**src/rtl/dac_wave_pkg.sv**
```systemverilog
// Shared register map, bit positions and channel state type for the
// two-channel DAC waveform scheduler.
package dac_wave_pkg;

    localparam logic [2:0] ADDR_CTRL   = 3'd0;
    localparam logic [2:0] ADDR_PERIOD = 3'd1;
    localparam logic [2:0] ADDR_STEP0  = 3'd2;
    localparam logic [2:0] ADDR_STEP1  = 3'd3;
    localparam logic [2:0] ADDR_STATUS = 3'd4;

    localparam int CTRL_EN0    = 0;
    localparam int CTRL_EN1    = 1;
    localparam int CTRL_TRI0   = 2;
    localparam int CTRL_TRI1   = 3;

    localparam int STATUS_OVR0 = 0;
    localparam int STATUS_OVR1 = 1;

    typedef enum logic [1:0] {
        IDLE = 2'd0,
        WAIT = 2'd1,
        PEND = 2'd2
    } chanState_t;

endpackage

```
**src/rtl/dac_wave_chan.sv**
```systemverilog
// One waveform channel: sample-handshake FSM, sawtooth/triangle accumulator
// and output coding for an Avalon-ST source.
module dac_wave_chan
    import dac_wave_pkg::*;
#(
    parameter int    DATA_WIDTH = 14,
    parameter string SIGN       = "UNSIGNED"
) (
    input  logic                  clk,
    input  logic                  reset,
    input  logic                  en,
    input  logic                  triMode,
    input  logic [15:0]           step,
    input  logic                  tick,
    input  logic                  rdy,
    output logic                  valid,
    output logic [DATA_WIDTH-1:0] data,
    output logic                  ovrSet
);

    localparam logic [DATA_WIDTH-1:0] MAX       = '1;
    localparam bit                    IS_SIGNED = (SIGN == "SIGNED");

    chanState_t            state;
    logic [DATA_WIDTH-1:0] acc;
    logic                  dirDown;

    logic [16:0]           stepMag;
    logic [DATA_WIDTH-1:0] magSat;
    logic [DATA_WIDTH:0]   upSum;
    logic [DATA_WIDTH-1:0] accNext;
    logic                  dirNext;
    logic [DATA_WIDTH-1:0] code;

    // Magnitude needs 17 bits so that -32768 does not overflow before saturation.
    always_comb begin
        stepMag = step[15] ? (17'd0 - {step[15], step}) : {1'b0, step};
        magSat  = (stepMag > 17'(MAX)) ? MAX : stepMag[DATA_WIDTH-1:0];
        upSum   = {1'b0, acc} + {1'b0, magSat};
        accNext = acc + step[DATA_WIDTH-1:0];
        dirNext = dirDown;
        if (triMode) begin
            if (!dirDown) begin
                if (upSum >= {1'b0, MAX}) begin
                    accNext = MAX;
                    dirNext = 1'b1;
                end else begin
                    accNext = upSum[DATA_WIDTH-1:0];
                end
            end else begin
                if (acc <= magSat) begin
                    accNext = '0;
                    dirNext = 1'b0;
                end else begin
                    accNext = acc - magSat;
                end
            end
        end
    end

    assign code   = IS_SIGNED ? {~acc[DATA_WIDTH-1], acc[DATA_WIDTH-2:0]} : acc;
    assign ovrSet = (state == PEND) && tick && !rdy;

    // NOTE: all state updates here are non-blocking so every branch sees the
    // pre-edge acc/dirDown, which is what the combinational next-value logic uses.
    always_ff @(posedge clk) begin
        if (!reset) begin
            state   <= IDLE;
            acc     <= '0;
            dirDown <= 1'b0;
            valid   <= 1'b0;
            data    <= '0;
        end else begin
            case (state)
                IDLE: begin
                    acc     <= '0;
                    dirDown <= 1'b0;
                    if (en) state <= WAIT;
                end
                WAIT: begin
                    if (!en) begin
                        state   <= IDLE;
                        acc     <= '0;
                        dirDown <= 1'b0;
                    end else if (tick) begin
                        data    <= code;
                        valid   <= 1'b1;
                        acc     <= accNext;
                        dirDown <= dirNext;
                        state   <= PEND;
                    end
                end
                PEND: begin
                    // A tick without rdy leaves the held sample and acc untouched.
                    if (rdy) begin
                        if (en && tick) begin
                            data    <= code;
                            acc     <= accNext;
                            dirDown <= dirNext;
                        end else begin
                            valid <= 1'b0;
                            if (en) begin
                                state <= WAIT;
                            end else begin
                                state   <= IDLE;
                                acc     <= '0;
                                dirDown <= 1'b0;
                            end
                        end
                    end
                end
                default: state <= IDLE;
            endcase
        end
    end

endmodule

```
**src/rtl/dac_wave_sched.sv**
```systemverilog
// Two-channel waveform scheduler: register slave, sample-rate tick counter
// and sticky overrun status around two dac_wave_chan instances.
module dac_wave_sched
    import dac_wave_pkg::*;
#(
    parameter int    DATA_WIDTH = 14,
    parameter string SIGN_0     = "UNSIGNED",
    parameter string SIGN_1     = "UNSIGNED"
) (
    input  logic                  clk,
    input  logic                  reset,
    input  logic [2:0]            avsAdr,
    input  logic                  avsWr,
    input  logic [15:0]           avsWrData,
    input  logic                  avsRd,
    output logic [15:0]           avsRdData,
    output logic                  asoValid0,
    output logic [DATA_WIDTH-1:0] asoData0,
    input  logic                  asoRdy0,
    output logic                  asoValid1,
    output logic [DATA_WIDTH-1:0] asoData1,
    input  logic                  asoRdy1
);

    logic [3:0]  ctrl;
    logic [15:0] period;
    logic [15:0] step0;
    logic [15:0] step1;
    logic [1:0]  status;
    logic [15:0] tickCnt;
    logic        tick;
    logic [1:0]  ovrSet;
    logic [1:0]  clrMask;
    logic [15:0] rdMux;

    assign tick    = (tickCnt == period);
    assign clrMask = (avsWr && avsAdr == ADDR_STATUS) ? avsWrData[1:0] : 2'b00;

    always_comb begin
        rdMux = '0;
        case (avsAdr)
            ADDR_CTRL:   rdMux = {12'd0, ctrl};
            ADDR_PERIOD: rdMux = period;
            ADDR_STEP0:  rdMux = step0;
            ADDR_STEP1:  rdMux = step1;
            ADDR_STATUS: rdMux = {14'd0, status};
            default:     rdMux = '0;
        endcase
    end

    always_ff @(posedge clk) begin
        if (!reset) begin
            ctrl      <= '0;
            period    <= '0;
            step0     <= '0;
            step1     <= '0;
            status    <= '0;
            tickCnt   <= '0;
            avsRdData <= '0;
        end else begin
            if (avsRd) avsRdData <= rdMux;

            if (avsWr) begin
                case (avsAdr)
                    ADDR_CTRL:   ctrl   <= avsWrData[3:0];
                    ADDR_PERIOD: period <= avsWrData;
                    ADDR_STEP0:  step0  <= avsWrData;
                    ADDR_STEP1:  step1  <= avsWrData;
                    default:     ;
                endcase
            end

            if ((avsWr && avsAdr == ADDR_PERIOD) || tick) tickCnt <= '0;
            else                                          tickCnt <= tickCnt + 16'd1;

            // Hardware set is OR-ed in after the clear so a coincident overrun survives.
            status <= (status & ~clrMask) | ovrSet;
        end
    end

    dac_wave_chan #(.DATA_WIDTH(DATA_WIDTH), .SIGN(SIGN_0)) u_chan0 (
        .clk     (clk),
        .reset   (reset),
        .en      (ctrl[CTRL_EN0]),
        .triMode (ctrl[CTRL_TRI0]),
        .step    (step0),
        .tick    (tick),
        .rdy     (asoRdy0),
        .valid   (asoValid0),
        .data    (asoData0),
        .ovrSet  (ovrSet[STATUS_OVR0])
    );

    dac_wave_chan #(.DATA_WIDTH(DATA_WIDTH), .SIGN(SIGN_1)) u_chan1 (
        .clk     (clk),
        .reset   (reset),
        .en      (ctrl[CTRL_EN1]),
        .triMode (ctrl[CTRL_TRI1]),
        .step    (step1),
        .tick    (tick),
        .rdy     (asoRdy1),
        .valid   (asoValid1),
        .data    (asoData1),
        .ovrSet  (ovrSet[STATUS_OVR1])
    );

endmodule
```
**config.mk**
```make
export PLATFORM = sky130hd
export DESIGN_NAME = dac_wave_sched
export DESIGN_NICKNAME = d
export VERILOG_FILES = /design/src/rtl/dac_wave_pkg.sv /design/src/rtl/dac_wave_chan.sv /design/src/rtl/dac_wave_sched.sv
export SDC_FILE = /design/constraint.sdc
export NUM_CORES = 1
export LEC_CHECK = 0
export CORE_UTILIZATION = 55
export CTS_BUF_LIST = sky130_fd_sc_hd__clkbuf_16
export CTS_CLUSTER_SIZE = 14
export DETAILED_ROUTE_END_ITERATION = 16
export GPL_TIMING_DRIVEN = 0
export PLACE_DENSITY = 0.81
export SLEW_MARGIN = 0
export SYNTH_ARGS = -nofsm -noshare
export SYNTH_HDL_FRONTEND = slang
export SYNTH_SLANG_ARGS = --single-unit
```
**constraint.sdc**
```tcl
create_clock -name clk -period 4.42 [get_ports clk]
set_input_delay 0.884 -clock clk [delete_from_list [all_inputs] [get_ports clk]]
set_output_delay 0.884 -clock clk [all_outputs]
set_load 0.05 [all_outputs]
```
### Yosys cells after proc, flatten, opt, wreduce, memory -nomap -nowiden

Index checks and enable logic that the tools add are counted.

| operators by class | value |
|---|---|
| add/sub/neg operators | 9 |
| order comparisons | 6 |
| eq/ne operators | 25 |
| multiplexer cells | 78 |
| bitwise gates (word level) | 4 |
| reduce and logical (&&, ||, !) cells | 31 |

Operators by type and width:

| operator | count |
|---|---|
| 14-bit two-way mux | 28 |
| 14-bit case mux with 3 select lines | 2 |
| 16-bit case mux with 5 select lines | 1 |
| 14-bit case mux with 2 select lines | 2 |
| 17-bit by 14-bit greater-than comparator with 1-bit output (second input constant) | 2 |
| 17-bit two-way mux | 2 |
| 1-bit by 16-bit subtractor with 17-bit output (first input constant) | 2 |
| 14-bit by 14-bit adder with 15-bit output | 2 |
| 15-bit by 14-bit greater-or-equal comparator with 1-bit output (second input constant) | 2 |
| 14-bit adder | 2 |
| 14-bit less-or-equal comparator | 2 |
| 14-bit subtractor | 2 |
| 1-bit two-way mux | 27 |
| 2-bit != test (second input constant) | 12 |
| 2-bit two-way mux | 10 |
| 5-bit AND reduction | 4 |
| 16-bit by 1-bit adder with 16-bit output (second input constant) | 1 |
| 16-bit equality test | 1 |
| 4-bit AND reduction | 4 |
| 3-bit != test (second input constant) | 4 |
| 2-bit case mux with 3 select lines | 2 |
| 1-bit logical AND | 8 |
| 2-bit AND reduction | 4 |
| 3-bit by 2-bit equality test with 1-bit output (second input constant) | 2 |
| 17 further kinds | 25 |

| word-level totals | value |
|---|---|
| bits in registers | 150 |
| input bits | 25 |
| output and inout port bits | 46 |
| word-level logic and storage cells | 170 |

### Logic depth before layout (Yosys ltp)

Gate-level depths: netlist (run 1).

| depth | value |
|---|---|
| depth after elaboration | 12 |
| gate-level depth with buffers | 22 |
| depth with buffers taken out | 20 |

### Hierarchy

Synthesis (run 1) repeated with hierarchy kept, for this count alone.

| second synthesis, totals | value |
|---|---|
| cells, all modules | 1490 |
| area, all modules | 11954.0 um^2 |

Modules (own cells, without submodules):

| module | times used | cells each | area an instance (um^2) | seq. area each (um^2) |
|---|---|---|---|---|
| dac_wave_chan at u_chan1 | 1 | 516 | 3996.3 | 640.6 |
| dac_wave_chan at u_chan0 | 1 | 527 | 3993.8 | 640.6 |
| dac_wave_sched | 1 | 447 | 3963.8 | 1721.7 |

### Worst setup path after synthesis (run 1)

OpenSTA, ideal clock, no wires.

| timing path | value |
|---|---|
| path type | register to register |
| start | register step1[1] |
| end | register u_chan1.acc[4] |
| setup time | 0.117 ns |
| arrival | 4.722 ns |
| data required time | 4.303 ns |
| path slack | -0.419 ns |
| stages on the path, launching flop included | 22 |
| buffers on the path | 1 |
| clock period less this slack | 4.839 ns |
| path through | dfxtp_1 > inv_1 > ha_1 > nand2_1 > or4_1 > or3_1 > or3_1 > o21a_1 > o21ai_2 > buf_2 > nand2_1 > ha_1 > fa_1 > a32oi_1 > a21oi_1 > a311oi_1 > or3_1 > o211ai_1 > a21o_1 > a31oi_2 > o21ai_0 > a22o_1 |

| between the ends | value |
|---|---|
| word-level cells in the longest chain between the ends | 12 |
| elaborated cells on any way between the ends | 18 |
| those cells by class | 4 x add/sub; 3 x order compare; 11 x mux |

RTL lines:

| element | RTL line | text |
|---|---|---|
| from (decl) | dac_wave_sched.sv:28 | `logic [15:0] step1;` |
| from (signal assigned) | dac_wave_sched.sv:68 | `ADDR_STEP1: step1 <= avsWrData;` |
| 1-bit by 16-bit subtractor with 17-bit output | dac_wave_chan.sv:37 | `stepMag = step[15] ? (17'd0 - {step[15], step}) : {1'b0, step};` |
| 17-bit two-way mux | dac_wave_chan.sv:37 |  |
| 17-bit by 14-bit greater-than comparator with 1-bit output | dac_wave_chan.sv:38 | `magSat = (stepMag > 17'(MAX)) ? MAX : stepMag[DATA_WIDTH-1:0];` |
| 14-bit two-way mux | dac_wave_chan.sv:38 |  |
| 14-bit by 14-bit adder with 15-bit output | dac_wave_chan.sv:39 | `upSum = {1'b0, acc} + {1'b0, magSat};` |
| 15-bit by 14-bit greater-or-equal comparator with 1-bit output | dac_wave_chan.sv:44 | `if (upSum >= {1'b0, MAX}) begin` |
| 14-bit two-way mux | dac_wave_chan.sv:44 |  |
| 14-bit two-way mux | dac_wave_chan.sv:43 | `if (!dirDown) begin` |
| 14-bit two-way mux * | dac_wave_chan.sv:42 | `if (triMode) begin` |
| 14-bit two-way mux (on tied branches) | dac_wave_chan.sv:96, dac_wave_chan.sv:85 |  |
| 14-bit two-way mux (on tied branches) | dac_wave_chan.sv:95, dac_wave_chan.sv:81 |  |
| 14-bit case mux with 3 select lines * | dac_wave_chan.sv:74 | `case (state)` |
| to (signal assigned) | dac_wave_chan.sv:88 | `acc <= accNext;` |
| to (signal assigned) | dac_wave_chan.sv:98 | `acc <= accNext;` |
| to (decl) | dac_wave_chan.sv:25 | `logic [DATA_WIDTH-1:0] acc;` |

Every way passes the cells marked *; elsewhere a longest branch is shown, timed or not. The select of a mux whose other input is x is not followed.
A chain may end at the register's enable or synchronous reset.

### Worst setup path after layout (run 1)

| timing path | value |
|---|---|
| start | register step0[1] |
| end | register u_chan0.dirDown |

| between the ends | value |
|---|---|
| word-level cells in the longest chain between the ends | 12 |
| elaborated cells on any way between the ends | 16 |
| those cells by class | 2 x add/sub; 3 x order compare; 11 x mux |

RTL lines:

| element | RTL line | text |
|---|---|---|
| from (decl) | dac_wave_sched.sv:27 | `logic [15:0] step0;` |
| from (signal assigned) | dac_wave_sched.sv:67 | `ADDR_STEP0: step0 <= avsWrData;` |
| 1-bit by 16-bit subtractor with 17-bit output | dac_wave_chan.sv:37 |  |
| 17-bit two-way mux * | dac_wave_chan.sv:37 |  |
| 17-bit by 14-bit greater-than comparator with 1-bit output | dac_wave_chan.sv:38 |  |
| 14-bit two-way mux * | dac_wave_chan.sv:38 |  |
| 14-bit by 14-bit adder with 15-bit output | dac_wave_chan.sv:39 |  |
| 15-bit by 14-bit greater-or-equal comparator with 1-bit output | dac_wave_chan.sv:44 |  |
| 1-bit two-way mux | dac_wave_chan.sv:44 |  |
| 1-bit two-way mux * | dac_wave_chan.sv:43 |  |
| 1-bit two-way mux * | dac_wave_chan.sv:42 |  |
| 1-bit two-way mux (on tied branches) | dac_wave_chan.sv:96, dac_wave_chan.sv:85 |  |
| 1-bit two-way mux (on tied branches) | dac_wave_chan.sv:95, dac_wave_chan.sv:81 |  |
| 1-bit case mux with 3 select lines * | dac_wave_chan.sv:74 |  |
| to (signal assigned) | dac_wave_chan.sv:89 | `dirDown <= dirNext;` |
| to (signal assigned) | dac_wave_chan.sv:99 | `dirDown <= dirNext;` |
| to (decl) | dac_wave_chan.sv:26 | `logic dirDown;` |

Marks and branches as above.

==> results.md, run 1 <==
- Violated checks: setup timing
- Seq pwr share: 36.1%
- Routability cong.: 0.956
- Top_reg_cell synth: dfxtp_1
- CP required: 4.78 ns
- Area Growth Syn to Fin: 30.6%
- Met3 Wirelength: 4.05 mm
- Via-to-Cell Ratio: 6.27
- Clock group share of total power: 40.6%
- Commonest non-fill, non-tap cell in the layout: nand2_1
- # DRC: 0
- Initial Utilization: 56.2%
- Number of port buffers: 68
- Pint: 2.64 mW
- PnR Total Power: 3.86 mW
- Min Tclk post-route: 5.02 ns
- Met1 wire length: 15.4 mm
- CTS clock-pin slew for the worst setup and hold paths: 0.07 ns
- Top Ports: 71
- Ranking of synthesized cells by area: dfxtp_1, ha_1, nand2_1
- Measured slew at the worst slew-check pin: 1.16 ns
- Largest net degree at the start of global routing: 17
- Sequential-to-total area share from yosys stat: 26.4%
- Final ANT Viol Nets: 0
- First-pass GRT wire length: 59.3 mm
- Final worst path period share: 114%
- Layout cell share with drive strength beyond 1: 18.7%
- #FFs+latches synth: 150
- Worst vdd ir: 0.000307 V
- Arr. time, crit path: 5.38 ns
- Mapped cell area: 11400 sq um
- Routed wire length: 38.7 mm
- Number of synthesized flops with an enable pin: 0
- CTS Sinks: 150
- Commonest cells after routing, fill and taps aside: nand2_1, nor2_1, a21oi_1, dfxtp_1, ha_1
- Pleak: 6.07 nW
- Vias in the first global route: 11462
- Root buffer cell: clkbuf_16
- Final nets: 1778
- CP Max Fanout: 4
- Number of H-tree levels: 4
- Type of the worst min-delay path: flip-flop to flip-flop
- Async set-reset flop share out of synthesis: 0%
- Initial antenna violation count: 1
- Pre-antenna DRT Iters: 8
- Logic pwr share: 23.3%
- Area of the die: 21300 sq um
- MaxCap Viol Count: 0
- Switch Pwr: 1.23 mW
- Core area: 20200 sq um
- Hold Vio Cnt, Final: 0
- CTS buffer count: 17
- Die outline height: 146 microns
- GRT Total Usage: 35.1%
- Gr ovfl total: 0
- DP HPWL: 26.6 mm
- Final core occ: 73.4%
- Routed len/inst: 20.0 microns
- Synth Net Count: 1624
- Multi-input logic area: 8900 sq um
- Final Setup Violations: 30
- Final Max Tran Viols: 0
- Met2 wire len: 17.2 mm
- Buffer depth of the longest clock path: 2
- Status: complete, but fails checks
- Pwr dens: 260 nW/um^2
- Count of cell types in the netlist: 75
- Final Worst Setup Slack: -0.598 ns
- Clk Latency, worst-skew pair: 0.45 ns
- Ant. Diodes: 0
- Vias: 12116
- FF/Latch Area: 3040 sq um
- Design Area, Final: 14900 sq um
- Net Sw Frac: 31.7%
- Std cell rows: 52
- Yosys top cell area share: 26.4%
- Slew HR: 22.3%
- Initial DRC count: 1122
- Post-synthesis instance total: 1496
- Yosys warnings: 0
- Top sig layer: met5
- Clock skew: 0.0142 ns
- Die W: 146 microns
- Post-synth top area cell: dfxtp_1
- WS Path Type: flip-flop to flip-flop
- RSZ-0062 raised after global routing: yes
- FILL cells: 1415
- Max Clock Freq: 0.199 GHz
- Syn Area/Cell: 7.60 sq um
- Crit end category: flip-flop
- TritonCTS clock tree: yes
- Cell area after placement: 12600 sq um
- Startpoint types: flip-flop
## path summary, 6_finish.rpt
path / from / end / slack [ns] / cells past startpoint
worst min register to register: u_chan0.data[1] / u_chan0.data[1] / 0.49 / 2
worst min-delay path: u_chan0.data[1] / u_chan0.data[1] / 0.49 / 2
worst max register to register: step0[1] / u_chan0.dirDown / -0.60 / 21
worst max-delay path: step0[1] / u_chan0.dirDown / -0.60 / 21
## stage by stage
| stage | hold slack [ns] | instances | TNS, ns | setup WS, ns |
|---|---|---|---|---|
| 5_1_grt | 0.514 | 1933 | -15.72 | -0.752 |
| 2_1_floorplan | 0.449 | 1496 | -1.39 | -0.166 |
| 6_report | 0.494 | 1933 | -11.92 | -0.598 |
| 3_5_place_dp | 0.479 | 1834 | -21.46 | -0.939 |
| 4_1_cts | 0.497 | 1916 | -9.58 | -0.534 |
| 3_3_place_gp | 0.470 | 1834 | -19.29 | -0.830 |
## power by group through the flow
| stage | sequential, mW | clock (mW) | combinational [mW] |
|---|---|---|---|
| 5_1_grt | 1.39 | 1.63 | 0.955 |
| 2_1_floorplan | 1.42 | 0 | 0.471 |
| 4_1_cts | 1.39 | 1.57 | 0.796 |
| 6_report | 1.39 | 1.57 | 0.899 |
| 3_5_place_dp | 1.43 | 0 | 0.654 |
| 3_3_place_gp | 1.42 | 0 | 0.647 |
## cells in the mapped netlist (6+ instances only)
library cell,n
a211oi_1,8
a21o_1,31
a21oi_1,153
a22oi_1,14
a31oi_1,15
and2_1,8
and3_1,9
buf_2,7
clkbuf_1,70
dfxtp_1,150
fa_1,6
ha_1,97
inv_1,74
mux2_2,14
mux2i_1,34
nand2_1,207
nand2b_1,21
nand3_1,30
nand4_1,12
nor2_1,144
nor2b_1,14
nor3_1,26
nor4_1,6
o211ai_1,15
o21a_1,8
o21ai_0,76
o21bai_1,12
o31ai_1,9
o41ai_1,6
or3_1,22
xnor2_1,69
xor2_1,44
## logic make-up after synthesis
group | synth area share [%]
xor+xnor | 8.90
fa+ha+maj | 11.7
mux | 4.77
compound gates | 21.9
buf+inv | 5.33
simple gates | 21.0
flops | 26.4
## worst max-delay path, stage by stage, from the launching register on
cell and delay, ns:
dfxtp_4 0.35, inv_4 0.06, ha_4 0.14, nand3b_1 0.10
or2_4 0.25, or3_4 0.37, or3_4 0.35, o21a_1 0.23
o21ai_4 0.21, buf_6 0.16, nand2_8 0.06, ha_4 0.23
a21o_1 0.18, a211oi_2 0.20, or3b_4 0.41, a22o_4 0.28
nor4_4 0.29, and4_4 0.29, buf_6 0.11, a31oi_4 0.07
or4_1 0.41, a21oi_1 0.17
## sequential cells by signal, indices dropped and copies added (netlist names), 2 cells and up
register       count
step1             16
u_chan1.state      2
status             2
avsRdData         16
u_chan0.data      14
u_chan1.data      14
u_chan0.state      2
u_chan1.acc       14
u_chan0.acc       14
step0             16
ctrl               4
period            16
tickCnt           16
## per-layer routing
layer  vias up  track usage, %
li1       5535               -
met1      5681            45.0
met2       727            56.1
met3       171            8.03
met4         2            16.2
met5         -               0
## timing repair
item | in CTS | in global routing
hold buffers | 0 | 0
setup endpoints to repair | 30 | 30
resized for setup | 147 | 83
buffers inserted | 62 | 28
pin swaps | 81 | 73
cloned | 2 | 0
## area by class of cell
class	instances	area share, %
buffer	70	2.29
clock buffer	18	3.03
clock inverter	14	1.23
inverter	74	1.92
multi-input combinational	1191	59.9
sequential	150	20.4
tap	270	2.27
timing repair buffer	146	8.89
Note: power is estimated with default switching activity, not from simulation.
==> inputs of run 2 (changes only) <==
--- a/config.mk
+++ b/config.mk
@@ -5,12 +5,14 @@
 export SDC_FILE = /design/constraint.sdc
 export NUM_CORES = 1
 export LEC_CHECK = 0
+export CORE_ASPECT_RATIO = 1.1
 export CORE_UTILIZATION = 55
 export CTS_BUF_LIST = sky130_fd_sc_hd__clkbuf_16
 export CTS_CLUSTER_SIZE = 14
 export DETAILED_ROUTE_END_ITERATION = 16
 export GPL_TIMING_DRIVEN = 0
 export PLACE_DENSITY = 0.81
+export SETUP_SLACK_MARGIN = 0.15
 export SLEW_MARGIN = 0
 export SYNTH_ARGS = -nofsm -noshare
 export SYNTH_HDL_FRONTEND = slang
==> run 2 against run 1 <==
The run ends with DRC, setup timing left; highest routed layer unchanged; power fell by 3.1%; maximum frequency rose by 0.72%; largest power group unchanged; non-clock buffer count rose by 6; core utilization fell by 0.80 points; sequential power barely moved; hold slack barely moved; routed wire length fell by 2.2%; register-to-register slack improved by 0.04 ns.
==> results.md, run 2 (same netlist as run 1, synthesis figures left out) <==
- Area of the die: 21300 sq um
- Startpoint types: flip-flop
- Root buffer cell: clkbuf_16
- Logic pwr share: 23.5%
- Hold Slack: 0.494 ns
- CTS buffer count: 17
- Pwr dens: 257 nW/um^2
- Area Growth Syn to Fin: 28.1%
- DP Worst Slack: -0.844 ns
- DP HPWL: 26.6 mm
- Pint: 2.54 mW
- Violated checks: DRC, setup timing
- CP Max Fanout: 8
- Initial DRC count: 1149
- Arr. time, crit path: 5.30 ns
- Via-to-Cell Ratio: 6.24
- Cell area after placement: 12700 sq um
- TritonCTS clock tree: yes
- CTS clock-pin slew for the worst setup and hold paths: 0.07 ns
- Type of the worst min-delay path: flip-flop to flip-flop
- Routed wire length: 37.8 mm
- Commonest non-fill, non-tap cell in the layout: nand2_1
- # DRC: 3
- Net Sw Frac: 32.2%
- Routability cong.: 0.926
- Initial antenna violation count: 1
- Hold Vio Cnt, Final: 0
- Measured slew at the worst slew-check pin: 1.12 ns
- Number of H-tree levels: 4
- Buffer depth of the longest clock path: 2
- Gr ovfl total: 0
- Status: complete, but fails checks
- Top Ports: 71
- Ant. Diodes: 0
- Clk Latency, worst-skew pair: 0.44 ns
- Number of hold buffers added after cts: 0
- CP required: 4.74 ns
- Max Clock Freq: 0.201 GHz
- CTS Sinks: 150
- Number of port buffers: 68
- Final ANT Viol Nets: 0
- Worst vdd ir: 0.000294 V
- Inst Count DP: 1816
- Largest net degree at the start of global routing: 17
- Clock skew: 0.0118 ns
- First-pass GRT wire length: 58.4 mm
- Layout cell share with drive strength beyond 1: 17.6%
- Final Max Tran Viols: 0
- Seq pwr share: 37.2%
- Clock group share of total power: 39.3%
- Crit end category: flip-flop
- Slew HR: 24.8%
- Routed len/inst: 19.7 microns
- Final nets: 1783
- GRT Total Usage: 34.8%
- Commonest cells after routing, fill and taps aside: nand2_1, nor2_1, a21oi_1, dfxtp_1, ha_1
- Std cell rows: 54
- Final Worst Setup Slack: -0.562 ns
- Fin cells: 1920
- Initial Utilization: 56.7%
- Design Area, Final: 14600 sq um
- RSZ-0062 raised after global routing: yes
- Setup TNS: -14.05 ns
- MaxCap Viol Count: 0
- FILL cells: 1447
- Vias: 11988
- Final Setup Violations: 30
- Pleak: 6.06 nW
- WS Path Type: flip-flop to flip-flop
- Switch Pwr: 1.21 mW
- Vias in the first global route: 11286
- Min Tclk post-route: 4.98 ns
- Final worst path period share: 113%
- Core area: 20100 sq um
- Die outline height: 153 microns
- Die W: 139 microns
- Pre-antenna DRT Iters: 14
run 2: changes by cell type in the layout (fill, tap and decap cells not counted), moves of 5 or more:
cell / before / now
buf_4: 66 / 60
clkbuf_2: 1 / 7
ha_1: 73 / 82
ha_4: 22 / 15
o21ai_0: 54 / 60
o21ai_1: 19 / 14
run 2: path summary, 6_finish.rpt:
path | endpoint | depth (start not counted) | start | slack, ns
setup / recovery | u_chan0.acc[5] | 21 | step0[4] | -0.56
hold / removal | u_chan0.data[0] | 2 | u_chan0.data[0] | 0.49
setup reg to reg | u_chan0.acc[5] | 21 | step0[4] | -0.56
hold reg to reg | u_chan0.data[0] | 2 | u_chan0.data[0] | 0.49
run 2: layout make-up:
cell class / count / area [sq um] / share of cell area, %
multi-input combinational: 1190 / 8610 / 59.1
inverter: 74 / 285 / 1.96
timing repair buffer: 140 / 1300 / 8.95
sequential: 150 / 3040 / 20.9
clock inverter: 15 / 164 / 1.12
buffer: 82 / 419 / 2.88
tap: 252 / 315 / 2.16
clock buffer: 17 / 425 / 2.92
run 2: layer usage:
| metal | wire length [microns] | vias to the layer above | global-route usage, % |
|---|---|---|---|
| met1 | 15000 | 5628 | 42.8 |
| met2 | 17400 | 656 | 57.4 |
| met3 | 3360 | 165 | 7.49 |
| li1 | - | 5537 | - |
| met5 | 11 | - | 0 |
| met4 | 2120 | 2 | 17.7 |
run 2: repair_timing:
item,CTS,global route
gates resized for setup,124,52
setup buffers,54,17
cloned,1,0
pin swaps,58,37
setup endpoints to repair,30,30
run 2: worst max-delay path, cell delays in order (launching register included):
cell and delay, ns:
dfxtp_4 0.36, nor3_4 0.19, nand3b_1 0.13, or2_4 0.26, or3_4 0.34, or3_4 0.38, o21a_1 0.21, o21ai_4 0.19
buf_8 0.15, buf_6 0.11, nand2_4 0.06, ha_4 0.25, buf_6 0.12, or2_1 0.25, and4b_1 0.22, o31a_2 0.33
a41o_1 0.31, a21oi_2 0.21, xnor2_2 0.10, a311o_4 0.42, a211oi_2 0.17, o21ai_1 0.09
run 2: power groups by stage:
| stage | clock network (mW) | logic (mW) | registers, mW |
|---|---|---|---|
| after detailed placement | 0 | 0.672 | 1.43 |
| final | 1.47 | 0.881 | 1.39 |
| after CTS | 1.47 | 0.797 | 1.39 |
| after global placement | 0 | 0.665 | 1.42 |
| after floorplan | 0 | 0.487 | 1.42 |
| after global routing | 1.53 | 0.934 | 1.39 |
run 2: through the flow:
step	power, mW	utilization (%)
finish	3.74	72.6
global route	3.85	72.6
CTS	3.66	70.8
detailed placement	2.10	63.1
global placement	2.09	63.1
floorplan	1.91	-
